[config.mk]
export PLATFORM = sky130hd
export DESIGN_NAME = cci_mpf_quiesce_ctrl
export DESIGN_NICKNAME = d
export VERILOG_FILES = /design/src/rtl/cci_mpf_quiesce_ctrl.sv
export SDC_FILE = /design/constraint.sdc
export NUM_CORES = 1
export LEC_CHECK = 0
export CORE_MARGIN = 2
export CORE_UTILIZATION = 45
export CTS_CLUSTER_DIAMETER = 150
export CTS_CLUSTER_SIZE = 28
export DETAILED_ROUTE_END_ITERATION = 10
export PLACE_DENSITY = 0.77
export SETUP_SLACK_MARGIN = 0.02
export SYNTH_ARGS = -nofsm -noshare
export SYNTH_HDL_FRONTEND = slang
export SYNTH_SLANG_ARGS = --single-unit
[constraint.sdc]
create_clock -name clk -period 1.93 [get_ports clk]
set_clock_uncertainty 0.15 [all_clocks]
set_input_delay 0.2895 -clock clk [delete_from_list [all_inputs] [get_ports clk]]
set_output_delay 0.2895 -clock clk [all_outputs]
set_load 0.005 [all_outputs]
[src/rtl/cci_mpf_quiesce_ctrl.sv]
// cci_mpf_quiesce_ctrl
//   Sequences an MPF instance into and out of a quiesced state for AFU context
//   switch. On request it blocks new AFU traffic, waits out the TX skid, waits
//   for both MPF channels to drain, optionally injects a WrFence on c1 and waits
//   for its response, then reports quiesced. Dropping the request resumes.
//
// Ports
//   clk, reset          clock, synchronous active-high reset
//   quiesce_req         level request: 1 = quiesce, 0 = resume
//   quiesce_done        high only while QUIESCED
//   quiesce_timeout     sticky watchdog flag (report-only)
//   c0_not_empty        MPF reads outstanding
//   c1_not_empty        MPF writes outstanding
//   afu_tx_block        forces AFU almost-full / masks AFU TX valid
//   c1_tx_almost_full   FIU c1 almost-full, gates fence issue
//   fence_valid         one-cycle WrFence injection strobe
//   fence_mdata         constant FENCE_MDATA tag for the injected fence
//   fence_rsp_valid     c1 RX fence response valid
//   fence_rsp_mdata     mdata of that response
//   state_dbg           encoded FSM state for CSR readout
module cci_mpf_quiesce_ctrl #(
    parameter int          TX_SKEW_CYCLES = 8,
    parameter int          ISSUE_WRFENCE  = 1,
    parameter logic [15:0] FENCE_MDATA    = 16'h03FF,
    parameter int          TIMEOUT_CYCLES = 65536
) (
    input  logic        clk,
    input  logic        reset,
    input  logic        quiesce_req,
    output logic        quiesce_done,
    output logic        quiesce_timeout,
    input  logic        c0_not_empty,
    input  logic        c1_not_empty,
    output logic        afu_tx_block,
    input  logic        c1_tx_almost_full,
    output logic        fence_valid,
    output logic [15:0] fence_mdata,
    input  logic        fence_rsp_valid,
    input  logic [15:0] fence_rsp_mdata,
    output logic [2:0]  state_dbg
);

    localparam int SKW = $clog2(TX_SKEW_CYCLES) + 1;
    localparam int WDW = $clog2(TIMEOUT_CYCLES) + 1;
    localparam logic [SKW-1:0] SKEW_LAST = SKW'(TX_SKEW_CYCLES - 1);
    localparam logic [WDW-1:0] WD_LAST   = WDW'(TIMEOUT_CYCLES - 1);

    typedef enum logic [2:0] {
        IDLE       = 3'd0,
        BLOCK      = 3'd1,
        DRAIN      = 3'd2,
        FENCE      = 3'd3,
        FENCE_WAIT = 3'd4,
        QUIESCED   = 3'd5
    } state_t;

    state_t         state_q, state_d;
    logic [SKW-1:0] skew_q, skew_d;
    logic [WDW-1:0] wd_q, wd_d;
    logic           timeout_q, timeout_d;
    logic           fence_valid_q, fence_valid_d;
    logic           block_q, block_d;
    logic           done_q, done_d;
    logic           rsp_match;

    assign rsp_match = fence_rsp_valid && (fence_rsp_mdata == FENCE_MDATA);

    always_comb begin
        state_d       = state_q;
        skew_d        = skew_q;
        wd_d          = wd_q;
        timeout_d     = timeout_q;
        fence_valid_d = 1'b0;

        unique case (state_q)
            IDLE: begin
                if (quiesce_req) begin
                    state_d   = BLOCK;
                    skew_d    = '0;
                    timeout_d = 1'b0;
                end
            end
            BLOCK: begin
                if (!quiesce_req) begin
                    state_d = IDLE;
                end else if (skew_q == SKEW_LAST) begin
                    state_d = DRAIN;
                    wd_d    = '0;
                end else begin
                    skew_d = skew_q + 1'b1;
                end
            end
            DRAIN: begin
                // Abort takes priority over a drain that completes this cycle.
                if (!quiesce_req)
                    state_d = IDLE;
                else if (!c0_not_empty && !c1_not_empty)
                    state_d = (ISSUE_WRFENCE != 0) ? FENCE : QUIESCED;
            end
            FENCE: begin
                // Not abortable: once here the fence is always issued.
                if (!c1_tx_almost_full) begin
                    fence_valid_d = 1'b1;
                    state_d       = FENCE_WAIT;
                    wd_d          = '0;
                end
            end
            FENCE_WAIT: begin
                // A request drop is only honoured once our fence has returned.
                if (rsp_match)
                    state_d = quiesce_req ? QUIESCED : IDLE;
            end
            QUIESCED: begin
                if (!quiesce_req)
                    state_d = IDLE;
            end
            default: state_d = IDLE;
        endcase

        // Saturating watchdog; the flag is informational, the FSM keeps waiting.
        if (state_q == DRAIN || state_q == FENCE_WAIT) begin
            if (wd_q != WD_LAST)
                wd_d = wd_q + 1'b1;
            if (wd_d == WD_LAST)
                timeout_d = 1'b1;
        end
    end

    assign block_d = (state_d != IDLE);
    assign done_d  = (state_d == QUIESCED);

    always_ff @(posedge clk) begin
        if (reset) begin
            state_q       <= IDLE;
            skew_q        <= '0;
            wd_q          <= '0;
            timeout_q     <= 1'b0;
            fence_valid_q <= 1'b0;
            block_q       <= 1'b0;
            done_q        <= 1'b0;
        end else begin
            state_q       <= state_d;
            skew_q        <= skew_d;
            wd_q          <= wd_d;
            timeout_q     <= timeout_d;
            fence_valid_q <= fence_valid_d;
            block_q       <= block_d;
            done_q        <= done_d;
        end
    end

    assign quiesce_done    = done_q;
    assign quiesce_timeout = timeout_q;
    assign afu_tx_block    = block_q;
    assign fence_valid     = fence_valid_q;
    assign fence_mdata     = FENCE_MDATA;
    assign state_dbg       = state_q;

endmodule

-- Word-level counts from Yosys, hierarchy flattened
Index checks and enable logic that the tools add are counted.
Widths: inputs -> output; s select.
- output and inout port bits: 23
- bits in registers: 28
- reductions and logical operators: 10
- $add $sub $neg: 2
- equal/unequal tests: 13
- multiplexer cells: 26
- bitwise operators: 1
- operators with widths (kind ; number):
    $mux 17 ; 6
    $pmux 17 s2 ; 1
    $mux 3 ; 9
    $pmux 3 s6 ; 1
    $add 17x1->17 const B ; 1
    $eq 17x16->1 const B ; 1
    $ne 17x16->1 const B ; 1
    $eq 16x10->1 const B ; 1
    $mux 4 ; 3
    $eq 3x3->1 const B ; 3
    $pmux 4 s2 ; 1
    $eq 3x2->1 const B ; 2
    $ne 2x2->1 const B ; 3
    $mux 1 ; 5
    $add 4x1->4 const B ; 1
    $eq 4x3->1 const B ; 1
    $reduce_and 4->1 ; 1
    $eq 3x1->1 const B ; 1
    $logic_not 3->1 ; 1
    $reduce_bool 3->1 ; 1
    $logic_and 1x1->1 ; 2
    $logic_not 1->1 ; 2
    $reduce_bool 2->1 ; 1
    $reduce_or 2->1 ; 1
    2 further kinds ; 2

-- Longest topological paths before layout
- depth after elaboration: 9
- gate-level depth with buffers: 8
- gate-level depth less buffers: 7

-- Worst setup path before layout
No wires, ideal clock.
- path kind: flip-flop to flip-flop
- start point: register wd_q[0]
- end point: register wd_q[7]
- stages on the path, launching flop included: 8
- arrival: 1.804 ns
- data required time: 1.648 ns
- period minus slack after synthesis: 2.086 ns
- buffers on the path: 0
- setup slack: -0.156 ns
- path through: dfxtp_1 ha_1 nand3_2 or3_4 o21ai_2 nor2_1 o21ai_0 a21oi_1
- longest elaborated chain between the ends: 4
- elaborated cells on any way between the ends: 5
- RTL lines (element ; RTL line ; text):
    from (decl) ; 59 ; logic [WDW-1:0] wd_q, wd_d;
    from (signal assigned) ; 144 ; wd_q <= wd_d;
    $add 17x1->17 or $ne 17x16->1 (tied branches) ; 123, 122 ;
    $mux 17 * ; 122 ; if (wd_q != WD_LAST)
    $mux 17 * (2 in a row) ; 121 ; if (state_q == DRAIN || state_q == FENCE_WAIT) begin
Mark *: on every way between the ends. The rest lies on a longest branch, timed or not. The select of a mux whose other input is x is not followed.
A chain may end at the register's enable or synchronous reset.

-- Worst setup path after layout
- start point: register wd_q[2]
- end point: register timeout_q, in the netlist quiesce_timeout
- longest elaborated chain between the ends: 8
- elaborated cells on any way between the ends: 11
- RTL lines (element ; RTL line ; text):
    branches (longest 3 deep; another with $add 17x1->17) ; -- ;
    $mux 17 * ; 122 ;
    $mux 17 * ; 121 ;
    $eq 17x16->1 * ; 124 ; if (wd_d == WD_LAST)
    $mux 1 * ; 124 ;
    $mux 1 * ; 121 ;
    to (signal assigned) ; 145 ; timeout_q <= timeout_d;
    to (decl) ; 60 ; logic timeout_q, timeout_d;
Every way passes the cells marked *. The select of a mux whose other input is x is not followed.

==> results.txt <==
----------------------------------------------------
[Outcome]
  Outcome ... finished with violations
  Violated checks ... setup timing

[Yosys]
  Number of distinct library cells after synthesis ... 63
  Ys flop type ... sky130_fd_sc_hd__dfxtp_1
  Ys Warns ... 0
  Count of flip-flops with a built-in enable after synthesis ... 0
  Syn avg cell area ... just under 8 sq um
  Mapped cell area ... around 0.0019 sq mm
  Post-Syn Instances ... ~240
  Seq/Total Area, Yosys ... 0.295
  Share of flip-flops with an asynchronous set or reset ... 0
  Synthesized flop and latch total ... 28

[Floorplanning]
  Row Count ... 23
  Die height ... 69.0 um
  Horizontal die dimension ... 69.0 um
  Initial core utilization ... 0.472
  Number of primary I/O pins ... 46
  Die area ... 0.00476 sq mm
  CORE AREA ... 0.00403 sq mm

[Timing]
  F_max ... 488 MHz
  Final total negative setup slack ... -0.337 ns
  Time the final worst path needs with I/O delays and setup ... 2.05 ns
  Final worst slack ... -0.120 ns
  Max-slew violation count ... 0
  Fraction of the cycle the final worst path needs ... 1.06
  Hold Vio Cnt, Final ... 0
  Final setup fails ... 7
  RSZ-0062 raised after global routing ... true

[Clock tree]
  CTS tree ... built
  Number of buffers inserted for hold repair after clock tree synthesis ... 0
  TritonCTS sink count ... 28
  Clock root buffer ... sky130_fd_sc_hd__clkbuf_8
  Total clock buffers created by CTS ... 3
  Deepest clock path buffer count ... 2
  Clock edge transition at the registers on the reported setup and hold paths ... 0.10 ns
  Worst-Skew Late Latency ... just under 0.3 ns
  H-tree Lvls ... 1

[Drt]
  Number of detailed-route iterations in the first pass ... 5
  Residual DRC count ... 0
  Detailed-route wire length per cell ... 16.2 um
  Detailed-route via count ... 2217
  Number of violations reported at the end of detailed-routing iteration 0 ... 250
  Routed Antenna Nets ... 0
  Via density per instance ... 5.80
  Total length of routed wires ... ~6200 um

[Worst setup path]
  Endpoint of the lowest-slack register-to-register path ... quiesce_timeout
  Worst-case reg-to-reg path depth ... 8
  Setup crit start kind ... flop
  Reg-to-reg startpoint ... wd_q[2]
  Req. time, crit path ... 2.01 ns
  Class of the most critical setup path ... flop to flop
  Worst-case register-to-register setup slack ... -0.12 ns
  Crit path from ... wd_q[2]
  Highest fanout seen on the critical path ... 5
  Critical path arrival ... 2.13 ns
  Endpoint of the worst setup timing path ... quiesce_timeout
  Kind of end point of the critical path ... flop

[Global route]
  Via count of the first global-routing pass ... 2025
  Largest net degree at the start of global routing ... 17
  Number of antenna violations at the first check in global routing ... 0
  Wire length of the first global-routing pass ... slightly above 9000 um
  Remaining Overflow, GRT ... 0
  Overall global routing resource usage ... 0.234

[Pwr]
  Power share of the combinational group ... 0.095
  Power density relative to cell area ... 393 mW/mm^2
  Sequential share of power ... 0.499
  Largest voltage drop on the vdd net ... 259 uV
  Sw Ratio ... 0.212
  Switching power of the nets ... 0.249 mW
  Power share of the clock group ... 0.406
  Leakage power ... 1.18 nW
  Total Power ... 1.17 mW
  Int Power ... 0.924 mW

[Final layout]
  Number of nets in the finished design ... 358
  Layout fillers ... 269
  Synthesis-to-finish area growth ... 56.9%
  Post-route non-filler standard cell count ... 382
  Antenna diode count ... 0
  Final core utilization ... 0.741
  Share of post-route cells with drive strength above 1 ... 0.425

[Flow run]
  Number of max-cap violations ... 0

[Place]
  Final HPWL from detailed placement ... 4040 um
  Minimum setup slack after placement ... -0.493 ns
  Placed instance count ... 364
  Weighted congestion at the end of routability-driven global placement ... 0.913
  # port buffers ... 29

[Min path]
  Class of the worst hold path ... input port to flop

----------------------------------------------------
==> Yosys cell counts, types with 3 or more instances <==
| cell type | n | area [sq um] |
|---|---|---|
| sky130_fd_sc_hd__a21oi_1 | 20 | 100 |
| sky130_fd_sc_hd__nor2b_1 | 3 | 18.8 |
| sky130_fd_sc_hd__nand4_1 | 11 | 68.8 |
| sky130_fd_sc_hd__inv_1 | 4 | 15.0 |
| sky130_fd_sc_hd__xor2_1 | 4 | 35.0 |
| sky130_fd_sc_hd__o21ai_1 | 3 | 15.0 |
| sky130_fd_sc_hd__nand2_1 | 11 | 41.3 |
| sky130_fd_sc_hd__nor3b_1 | 3 | 22.5 |
| sky130_fd_sc_hd__nor3_1 | 13 | 65.1 |
| sky130_fd_sc_hd__o21ai_0 | 16 | 80.1 |
| sky130_fd_sc_hd__a31oi_1 | 5 | 31.3 |
| sky130_fd_sc_hd__buf_4 | 16 | 120 |
| sky130_fd_sc_hd__nor2_1 | 23 | 86.3 |
| sky130_fd_sc_hd__buf_2 | 9 | 45.0 |
| sky130_fd_sc_hd__nand3_1 | 8 | 40.0 |
| sky130_fd_sc_hd__dfxtp_1 | 28 | 561 |
==> layout make-up <==
class	instances	area, sq um	area share
tap	50	62.6	0.0210
timing repair buffer	100	855	0.286
clock inverter	1	30.0	0.0101
clock buffer	3	41.3	0.0138
sequential	28	587	0.197
multi-input combinational	196	1390	0.467
inverter	4	15.0	0.00503
==> timing repair <==
| action | CTS | global route |
|---|---|---|
| resized for setup | 47 | 29 |
| pin swaps | 23 | 22 |
| endpoints found under the setup margin | 14 | 18 |
| buffers inserted | 5 | 9 |
==> through the flow <==
step                      hold slack (ns)  area, sq um
after floorplan                     0.293         1980
final                               0.324         2980
after detailed placement            0.315         2580
after global placement              0.299         2580
after CTS                           0.339         2820
after global routing                0.355         2980
==> cell usage in the layout (no fill, tap or decap), types with 2 or more instances in the layout <==
master,Yosys,final
sky130_fd_sc_hd__buf_4,16,64
sky130_fd_sc_hd__clkdlybuf4s50_1,0,24
sky130_fd_sc_hd__nor2_1,23,21
sky130_fd_sc_hd__a21oi_1,20,16
sky130_fd_sc_hd__conb_1,2,16
sky130_fd_sc_hd__dfxtp_2,0,15
sky130_fd_sc_hd__nand4_1,11,11
sky130_fd_sc_hd__dfxtp_1,28,11
sky130_fd_sc_hd__nor3_1,13,10
sky130_fd_sc_hd__nand2_1,11,10
sky130_fd_sc_hd__o21ai_0,16,10
sky130_fd_sc_hd__nand3_1,8,8
sky130_fd_sc_hd__o21ai_1,3,6
sky130_fd_sc_hd__buf_6,0,6
sky130_fd_sc_hd__a31oi_1,5,5
sky130_fd_sc_hd__a21oi_2,2,5
sky130_fd_sc_hd__inv_1,4,4
sky130_fd_sc_hd__xor2_1,4,4
sky130_fd_sc_hd__o21ai_2,2,4
sky130_fd_sc_hd__nor2_4,2,3
sky130_fd_sc_hd__nor2b_1,3,3
sky130_fd_sc_hd__nor3b_1,3,3
sky130_fd_sc_hd__clkbuf_8,0,3
sky130_fd_sc_hd__nand3b_1,2,2
sky130_fd_sc_hd__nand4bb_2,1,2
sky130_fd_sc_hd__nor3_4,0,2
sky130_fd_sc_hd__xnor2_2,0,2
sky130_fd_sc_hd__nand2_2,1,2
sky130_fd_sc_hd__and3_2,2,2
sky130_fd_sc_hd__nor4_4,0,2
sky130_fd_sc_hd__and3b_1,2,2
sky130_fd_sc_hd__o211ai_1,2,2
sky130_fd_sc_hd__a2111oi_2,1,2
sky130_fd_sc_hd__or3_1,2,2
sky130_fd_sc_hd__clkdlybuf4s15_1,0,2
sky130_fd_sc_hd__dfxtp_4,0,2
==> cells by family (layout without fill, tap and decap cells) <==
| kind of cell | after synthesis | after routing | synth area share |
|---|---|---|---|
| adders and majority gates | 2 | 2 | 0.0132 |
| and+or+nand+nor | 102 | 102 | 0.318 |
| AOI/OAI and AO/OA | 68 | 68 | 0.230 |
| xor gates and xnor gates | 6 | 6 | 0.0276 |
| DFF | 28 | 28 | 0.295 |
| other | 2 | 16 | 0.00395 |
| buffers and inverters | 32 | 108 | 0.101 |
| muxes | 2 | 2 | 0.0118 |
==> registers in the layout, indices dropped and copies added (netlist names) <==
name	count
fence_valid	1
quiesce_timeout	1
wd_q	17
skew_q	4
state_dbg	3
afu_tx_block	1
quiesce_done	1
==> power groups by stage <==
stage               registers, mW  clock network (mW)  logic, mW
finish                      0.585               0.477      0.111
global route                0.586               0.492      0.120
CTS                         0.584               0.473      0.108
detailed placement          0.600                   0      0.107
global placement            0.600                   0      0.105
floorplan                   0.597                   0     0.0648
==> worst min path at each step <==
stage	from	to	slack, ns	depth (start not counted)
3_5_place_dp	quiesce_timeout	quiesce_timeout	0.32	2
3_3_place_gp	quiesce_timeout	quiesce_timeout	0.30	2
5_1_grt	quiesce_timeout	quiesce_timeout	0.36	2
4_1_cts	quiesce_timeout	quiesce_timeout	0.34	2
6_report	quiesce_req	state_dbg[2]	0.32	4
2_1_floorplan	quiesce_timeout	quiesce_timeout	0.29	2
==> critical path: stages, from the launching register on <==
cell                        delay, ns
sky130_fd_sc_hd__dfxtp_4         0.39
sky130_fd_sc_hd__buf_4           0.14
sky130_fd_sc_hd__nand4_1         0.16
sky130_fd_sc_hd__buf_4           0.19
sky130_fd_sc_hd__nor4_2          0.18
sky130_fd_sc_hd__o221ai_1        0.19
sky130_fd_sc_hd__a211oi_2        0.27
sky130_fd_sc_hd__o2111ai_1       0.18
sky130_fd_sc_hd__o21ai_1         0.14
==> layer usage <==
layer	share of wire	track usage	vias to the layer above	routed length, um
li1	-	-	1052	-
met1	0.40	0.313	1046	2490
met2	0.50	0.392	100	3100
met3	0.069	0.0249	19	425
met4	0.028	0.0806	0	174
met5	0	0	-	0
Note: power is estimated with default switching activity, not from simulation.
